## src/rtl/branch_redirect_ctrl_pkg.sv

```systemverilog
// branch_redirect_ctrl_pkg: shared funct3 codes, defaults and FSM state type for the redirect controller
package branch_redirect_ctrl_pkg;
  localparam logic [2:0] BR_BEQ  = 3'b000;
  localparam logic [2:0] BR_BNE  = 3'b001;
  localparam logic [2:0] BR_BLT  = 3'b100;
  localparam logic [2:0] BR_BGE  = 3'b101;
  localparam logic [2:0] BR_BLTU = 3'b110;
  localparam logic [2:0] BR_BGEU = 3'b111;
  localparam logic [31:0] DEF_RESET_PC = 32'h0000_0000;
  localparam int FLUSH_CNT_W = 3;
  typedef enum logic [1:0] {IDLE, FLUSH, PEND} state_t;
endpackage

```

## src/rtl/branch_cond_eval.sv

```systemverilog
// branch_cond_eval: maps funct3 and comparator flags to branch-taken and illegal-encoding flags
module branch_cond_eval
  import branch_redirect_ctrl_pkg::*;
(
  input  logic [2:0] funct3,
  input  logic       BrEq,
  input  logic       BrLt,
  output logic       cond,
  output logic       illegal
);
  always_comb begin
    illegal = funct3[2:1] == 2'b01;
    cond = funct3 == BR_BEQ ? BrEq :
           funct3 == BR_BNE ? !BrEq :
           (funct3 == BR_BLT || funct3 == BR_BLTU) ? BrLt :
           (funct3 == BR_BGE || funct3 == BR_BGEU) ? !BrLt : 1'b0;
  end
endmodule

```

## src/rtl/branch_redirect_ctrl.sv

```systemverilog
// branch_redirect_ctrl: resolves EX control transfers, owns the fetch PC, flushes and buffers stalled redirects
module branch_redirect_ctrl
  import branch_redirect_ctrl_pkg::*;
#(
  parameter logic [31:0] RESET_PC     = DEF_RESET_PC,
  parameter int          FLUSH_CYCLES = 2
) (
  input  logic        clk,
  input  logic        rst,
  input  logic        ex_valid,
  input  logic        ex_is_branch,
  input  logic        ex_is_jal,
  input  logic        ex_is_jalr,
  input  logic [2:0]  ex_funct3,
  input  logic [31:0] ex_pc,
  input  logic [31:0] ex_imm,
  input  logic [31:0] ex_rs1,
  input  logic        BrEq,
  input  logic        BrLt,
  output logic        BrUn,
  input  logic        stall,
  output logic [31:0] pc_o,
  output logic        flush_o,
  output logic        illegal_br_o,
  output logic        misalign_o,
  output logic [31:0] taken_cnt_o
);
  localparam logic [FLUSH_CNT_W-1:0] FLUSH_INIT = FLUSH_CNT_W'(FLUSH_CYCLES);
  state_t state, state_nx;
  logic [FLUSH_CNT_W-1:0] fcnt, fcnt_nx;
  logic [31:0] pend_pc, pc_nx, target;
  logic pending, accept, cond, illegal, take, redirect, apply, go;
  assign pending = state == PEND;
  assign flush_o = fcnt != '0;
  assign accept = ex_valid & !flush_o & !pending;
  assign BrUn = accept & ex_is_branch & ex_funct3[1];
  branch_cond_eval u_cond (
    .funct3 (ex_funct3),
    .BrEq   (BrEq),
    .BrLt   (BrLt),
    .cond   (cond),
    .illegal(illegal)
  );
  assign target = ex_is_jalr ? (ex_rs1 + ex_imm) & ~32'h1 : ex_pc + ex_imm;
  assign take = accept & (ex_is_jal | ex_is_jalr | (ex_is_branch & cond));
  // a target with bit1 set is reported, never followed
  assign redirect = take & !target[1];
  assign apply = pending & !stall;
  assign go = apply | (redirect & !stall);
  always_comb begin
    pc_nx = apply ? pend_pc : go ? target : stall ? pc_o : pc_o + 32'd4;
    fcnt_nx = go ? FLUSH_INIT : flush_o ? fcnt - FLUSH_CNT_W'(1) : fcnt;
    state_nx = go ? FLUSH :
               (redirect & stall) ? PEND :
               (state == FLUSH && fcnt_nx == '0) ? IDLE : state;
  end
  always_ff @(posedge clk or posedge rst) begin
    if (rst) begin
      state        <= IDLE;
      fcnt         <= '0;
      pc_o         <= RESET_PC;
      pend_pc      <= '0;
      taken_cnt_o  <= '0;
      illegal_br_o <= 1'b0;
      misalign_o   <= 1'b0;
    end else begin
      state        <= state_nx;
      fcnt         <= fcnt_nx;
      pc_o         <= pc_nx;
      if (redirect & stall) pend_pc <= target;
      taken_cnt_o  <= taken_cnt_o + {31'b0, redirect};
      illegal_br_o <= accept & ex_is_branch & illegal;
      misalign_o   <= take & target[1];
    end
  end
endmodule

```

## config.mk

```make
export PLATFORM = sky130hd
export DESIGN_NAME = branch_redirect_ctrl
export DESIGN_NICKNAME = d
export VERILOG_FILES = /design/src/rtl/branch_redirect_ctrl_pkg.sv /design/src/rtl/branch_cond_eval.sv /design/src/rtl/branch_redirect_ctrl.sv
export SDC_FILE = /design/constraint.sdc
export NUM_CORES = 1
export LEC_CHECK = 0
export ABC_AREA = 1
export CAP_MARGIN = 40
export CORE_MARGIN = 1
export CORE_UTILIZATION = 50
export CTS_CLUSTER_DIAMETER = 80
export DETAILED_ROUTE_END_ITERATION = 10
export PLACE_DENSITY = 0.87
export SLEW_MARGIN = 20
export SYNTH_ARGS = -nofsm -noshare
export SYNTH_HDL_FRONTEND = slang
export SYNTH_HIERARCHICAL = 1
export SYNTH_SLANG_ARGS = --single-unit
```

## constraint.sdc

```tcl
create_clock -name clk -period 7.95 [get_ports clk]
set_input_delay 0.795 -clock clk [delete_from_list [all_inputs] [get_ports clk]]
set_output_delay 0.795 -clock clk [all_outputs]
set_load 0.05 [all_outputs]
```

==> results of run 1 <==
## kinds of logic (layout without fill, tap and decap cells)
logic type / Yosys count / count (layout) / synth area share [%]
compound gates: 192 / 192 / 9.574
xor+xnor: 56 / 56 / 4.611
fa+ha+maj: 68 / 68 / 8.139
buf+inv: 363 / 531 / 13.10
flops: 103 / 103 / 24.23
mux: 2 / 2 / 0.1882
simple gates: 1034 / 1034 / 40.16
## cell type report
cell class,instances,area (um^2),area share (%)
timing repair buffer,180,1789,13.83
sequential,103,2577,19.92
clock inverter,6,76.32,0.5899
multi-input combinational,1352,6669,51.54
inverter,335,1260,9.738
clock buffer,10,229.0,1.770
tap,270,337.8,2.611
## per-layer routing
layer  routed length, um  up-vias  GRT usage [%]  share of wire, %
met4                1306        0          12.58               3.9
met2               15760      475          53.70                47
met1               14250     5370          40.07                42
met5                   0        -              0                 0
met3                2246       98          4.475               6.7
li1                    -     5974              -                 -
## registers in the layout, summed over array words and instances (netlist names)
name and flops:
pc_o 32, misalign_o 1, illegal_br_o 1, pend_pc 32
fcnt 3, taken_cnt_o 32, state 2
## cells in the mapped netlist, types with 8 or more instances
master	number	area, um^2
nand2_1	667	2504
inv_1	330	1239
nor2_1	157	589.3
nand3_1	124	620.6
dfrtp_1	103	2577
a21oi_1	97	485.5
ha_1	66	825.8
o21ai_0	66	330.3
xor2_1	42	367.9
nor3_1	28	140.1
nand4_1	18	112.6
clkbuf_1	17	63.81
xnor2_1	14	122.6
nand3b_1	11	82.58
nor4_1	8	50.05
## where the power goes
group / internal (mW) / switching [mW]
Combinational: 0.527 / 1.01
Clock: 0.250 / 0.211
Sequential: 0.683 / 0.160
Total: 1.46 / 1.38
## worst min path at each step
stage	depth (start not counted)	endpoint	slack, ps	startpoint
after global placement	2	pend_pc[1]$_DFFE_PP0P_	460	pend_pc[1]$_DFFE_PP0P_
final	2	pend_pc[28]$_DFFE_PP0P_	490	pend_pc[28]$_DFFE_PP0P_
after detailed placement	2	pend_pc[29]$_DFFE_PP0P_	460	pend_pc[29]$_DFFE_PP0P_
after floorplan	2	pend_pc[1]$_DFFE_PP0P_	440	pend_pc[1]$_DFFE_PP0P_
after CTS	2	pend_pc[28]$_DFFE_PP0P_	490	pend_pc[28]$_DFFE_PP0P_
after global routing	1	pend_pc[20]$_DFFE_PP0P_	520	pend_pc[20]$_DFFE_PP0P_
## worst max-delay path, stage by stage
cell             delay [ps]
clkdlybuf4s50_1         460
buf_4                   340
inv_2                   340
or2_0                   310
o21a_1                  150
nor2_4                  150
ha_1                    190
ha_1                    190
nand3_1                 130
nor2_1                  190
nand2_1                 150
nor2_1                  180
nand2_1                 130
nor4_1                  360
nand3_1                 150
xnor2_1                 160
==> flow_metrics.py, run 1 <==
metrics = {
    "grt": {
        "antenna_found_initial": 0,
        "grt_max_degree": 58,
        "grt_use_total_pct": 31.52,
        "overflow": 0,
        "grt_pass1_wl_um": 55130,
        "grt_pass1_vias": 11410,
    },
    "timing": {
        "finalSetupTns_ps": 0,
        "finalHoldViolations": 0,
        "fmax_mhz": 242.1,
        "tightest_slew_ps": 757.1,
        "rsz0062_at_grt": "false",
        "setup_viol": 0,
        "drv_slew": 0,
        "fin_crit_sh_pct": 51.96,
        "setup_ws_ps": 3819,
        "hold_slack_ps": 488.6,
        "slew-limit-headroom_pct": 49.53,
        "finClkSkew_ps": 8.677,
        "finalCriticalPeriod_ps": 4131,
    },
    "placement": {
        "portBuffers": 175,
        "pre_cts_slack_ps": 3509,
        "dpl.hpwl_um": 27290,
        "placed_cells": 2240,
        "gp_congestion": 0.9597,
        "dpl_cell_area_um2": 12630,
    },
    "route": {
        "firstDrtPassIters": 5,
        "viasPerCell": 5.282,
        "wl_per_cell_um": 14.88,
        "drt-initial-drc-count": 1010,
        "vias": 11920,
        "ant_nets": 0,
        "wl_um": 33560,
        "drc": 0,
    },
    "finish": {
        "fin_nets": 2157,
        "utilization_pct": 62.93,
        "n_antenna_cell": 0,
        "area_growth_pct": 21.63,
        "layout_commonest_cell": "nand2_1",
        "stdcell_count": 2256,
        "fin_area_um2": 12940,
        "mostFrequentLayoutCells": "667 x nand2_1, 329 x inv_1, 175 x clkdlybuf4s50_1",
        "nFillCells": 1947,
        "layout-drive-gt1-share_pct": 2.165,
    },
    "die": {
        "core_region_area_um2": 20560,
        "ios": 176,
        "die-area_um2": 21860,
        "die_w_um": 147.9,
        "num_rows": 52,
        "initial_utilization_pct": 51.74,
        "dieHeight_um": 147.9,
    },
    "critical_path": {
        "cp.required_ps": 8190,
        "cp-start-kind": "input port",
        "critical_path.startpoint": "ex_is_jalr",
        "crit_fanout": 32,
        "end_kind": "register",
        "r2r-start": "fcnt[0]$_DFF_PP0_",
        "endpoint": "taken_cnt_o[28]$_DFF_PP0_",
        "r2r_slack_ps": 4840,
        "crit_type": "in -> reg",
        "r2r_end": "taken_cnt_o[28]$_DFF_PP0_",
        "r2r_cells": 16,
        "cp.arrival_ps": 4370,
    },
    "logic_synthesis": {
        "synth_area_um2": 10640,
        "synth_seq_cells": 103,
        "synth.distinct_cells": 44,
        "synth_edf_count": 0,
        "syn-num-nets": 1994,
        "synth-async-reset-ratio_pct": 100.0,
        "yosysSeqAreaShare_pct": 24.23,
        "yosys_warnings": 6,
        "ys.flop_type": "dfrtp_1",
        "avgSynthCellArea_um2": 5.851,
        "synthCells": 1818,
    },
    "cts": {
        "hold_buffers": 0,
        "cts_setup_buffers": 0,
        "cts_made_buffers": 9,
        "cts-root-buf": "clkbuf_16",
        "numClockSinks": 103,
        "clockBufferDepth": 2,
        "h-tree-depth": 3,
        "cts_tree": "done",
        "cts_resized": 0,
        "path_clk_slew_ps": 70,
        "insertion_delay_ps": 350,
    },
    "power": {
        "p_total_mw": 2.837,
        "power.density_nw_per_um2": 219.3,
        "total_leakage_power_nw": 7.274,
        "ir_worst_vdd_uv": 140.9,
    },
    "run_status": {
        "outcome": "finished clean",
    },
    "job": {
        "maxCapViolations": 0,
    },
    "min_path": {
        "hp-class": "reg -> reg",
    },
}
Note: power is estimated with default switching activity, not from simulation.
==> run 2, diff against run 1 <==
==> constraint.sdc (replaced) <==
create_clock -name clk -period 4.1 [get_ports clk]
set_input_delay 0.41 -clock clk [delete_from_list [all_inputs] [get_ports clk]]
set_output_delay 0.41 -clock clk [all_outputs]
set_load 0.05 [all_outputs]
==> flow_metrics.py, run 2 (synthesis results as in run 1) <==
metrics = {
    "timing": {
        "rsz0062_at_grt": "false",
        "slew-limit-headroom_pct": 54.67,
        "finalHoldViolations": 0,
        "setup_viol": 0,
        "fmax_mhz": 279.1,
        "drv_slew": 0,
        "hold_slack_ps": 477.0,
        "tightest_slew_ps": 680.0,
        "finClkSkew_ps": 5.204,
        "finalSetupTns_ps": 0,
        "finalCriticalPeriod_ps": 3583,
        "fin_crit_sh_pct": 87.39,
    },
    "die": {
        "ios": 176,
        "die-area_um2": 21860,
        "die_w_um": 147.9,
        "num_rows": 52,
        "core_region_area_um2": 20560,
        "initial_utilization_pct": 51.74,
        "dieHeight_um": 147.9,
    },
    "placement": {
        "dpl.hpwl_um": 27570,
        "portBuffers": 175,
        "gp_congestion": 0.9670,
        "placed_cells": 2244,
    },
    "critical_path": {
        "crit_type": "in -> reg",
        "cp.arrival_ps": 3830,
        "path_cells": "clkdlybuf4s50_1 -> nand2_1 -> inv_1 -> fa_1 -> or2_0 -> o21a_1 -> nor2_4 -> ha_1 -> ha_1 -> nand3_1 -> nor2_1 -> nand2_1 -> nor2_1 -> nand2_1 -> inv_1 -> nand4_1 -> nor4_2 -> nand2_1 -> xor2_1",
        "r2r_cells": 18,
        "r2r_slack_ps": 1070,
        "crit_path_frequent_cell": "nand2_1",
        "crit_fanout": 3,
        "r2r-start": "fcnt[0]$_DFF_PP0_",
        "cp.required_ps": 4350,
        "critPathMaxStageDelay_ps": 490,
        "cp-start-kind": "input port",
        "cp_slowest_cell": "clkdlybuf4s50_1",
        "crit_family": "simple AND/OR/NAND/NOR gates",
        "cp_num_buf_inv": 3,
        "r2r_end": "taken_cnt_o[26]$_DFF_PP0_",
        "end_kind": "register",
    },
    "route": {
        "firstDrtPassIters": 6,
        "viasPerCell": 5.289,
        "drc": 0,
        "ant_nets": 0,
        "wl_per_cell_um": 14.99,
        "drt-initial-drc-count": 1024,
        "vias": 11950,
        "wl_um": 33860,
    },
    "grt": {
        "grt_use_total_pct": 31.74,
        "overflow": 0,
        "grt_pass1_vias": 11380,
        "grt_pass1_wl_um": 55260,
        "grt_max_degree": 55,
        "antenna_found_initial": 0,
    },
    "min_path": {
        "holdPathStages": 2,
        "hp-class": "reg -> reg",
        "worstHoldStart": "pend_pc[1]$_DFFE_PP0P_",
        "hold_end": "pend_pc[1]$_DFFE_PP0P_",
    },
    "finish": {
        "fin_nets": 2161,
        "stdcell_count": 2259,
        "layout-drive-gt1-share_pct": 2.363,
        "n_antenna_cell": 0,
        "reg.largest.list": "pc_o x32, pend_pc x32, taken_cnt_o x32",
        "mostFrequentLayoutCells": "667 x nand2_1, 329 x inv_1, 175 x clkdlybuf4s50_1",
        "area_growth_pct": 21.80,
        "layout_commonest_cell": "nand2_1",
    },
    "cts": {
        "insertion_delay_ps": 360,
        "h-tree-depth": 3,
        "cts_resized": 0,
        "cts_setup_buffers": 0,
        "cts_tree": "done",
        "cts-root-buf": "clkbuf_16",
        "cts_made_buffers": 9,
        "hold_buffers": 0,
        "clockBufferDepth": 2,
        "path_clk_slew_ps": 70,
        "numClockSinks": 103,
    },
    "power": {
        "power.density_nw_per_um2": 418.5,
        "total_leakage_power_nw": 7.281,
        "ir_worst_vdd_uv": 312.1,
        "p_total_mw": 5.422,
    },
    "job": {
        "maxCapViolations": 0,
    },
    "run_status": {
        "outcome": "finished clean",
    },
}
[run 2: cell types whose count changed in the layout (fill, tap and decap cells not counted), sizes merged]
cell,before,now
clkinvlp,0,2
clkbuf,10,9
bufinv,1,0
buf,5,9
inv,338,337
[run 2: metrics by stage]
step / area [um^2] / setup WS [ps] / util, %
after floorplan: 10640 / 986.2 / -
after global placement: 12680 / 343.6 / 61.65
after detailed placement: 12680 / 128.1 / 61.65
after CTS: 12960 / 515.8 / 63.02
after global routing: 12960 / 158.2 / 63.02
final: 12960 / 517.0 / 63.02
[run 2: metal layers]
| layer | part of all wire [%] | wire length (um) | GRT usage (%) | vias up |
|---|---|---|---|---|
| li1 | - | - | - | 5982 |
| met1 | 43 | 14500 | 40.27 | 5355 |
| met2 | 46 | 15630 | 54.17 | 540 |
| met3 | 7.6 | 2576 | 4.722 | 70 |
| met4 | 3.4 | 1151 | 12.32 | 0 |
| met5 | 0 | 0 | 0 | - |
[run 2: worst min-delay path, delay by kind of cell, from the launching register on]
family / cells / cell delay (ps)
buffers and inverters: 1 / 50
flip-flops: 1 / 350
AND/OR/NAND/NOR: 1 / 60
[run 2: area by class of cell]
class	instances	area [um^2]
inverters	335	1260
repair buffers	184	1832
flip-flops and latches	103	2577
multi-input cells	1352	6669
clock buffers	9	225.2
fillers	1953	7604
clock inverters	6	55.05
well taps	270	337.8
[run 2: worst max-delay path by stage]
stage | cells past startpoint | to | startpoint | slack (ps)
final | 19 | taken_cnt_o[26]$_DFF_PP0_ | ex_imm[0] | 520
after global routing | 17 | taken_cnt_o[28]$_DFF_PP0_ | ex_imm[0] | 160
after CTS | 19 | taken_cnt_o[26]$_DFF_PP0_ | ex_imm[0] | 520
after detailed placement | 19 | taken_cnt_o[26]$_DFF_PP0_ | ex_imm[0] | 130
after global placement | 19 | taken_cnt_o[26]$_DFF_PP0_ | ex_imm[0] | 340
after floorplan | 1 | fcnt[0]$_DFF_PP0_ | rst | 990
[run 2: where the power goes]
part | leakage [nW] | total (mW) | internal (mW) | switching, mW
Combinational | 5.90 | 2.95 | 1.02 | 1.93
Clock | 0.132 | 0.831 | 0.419 | 0.412
Sequential | 1.25 | 1.64 | 1.33 | 0.314
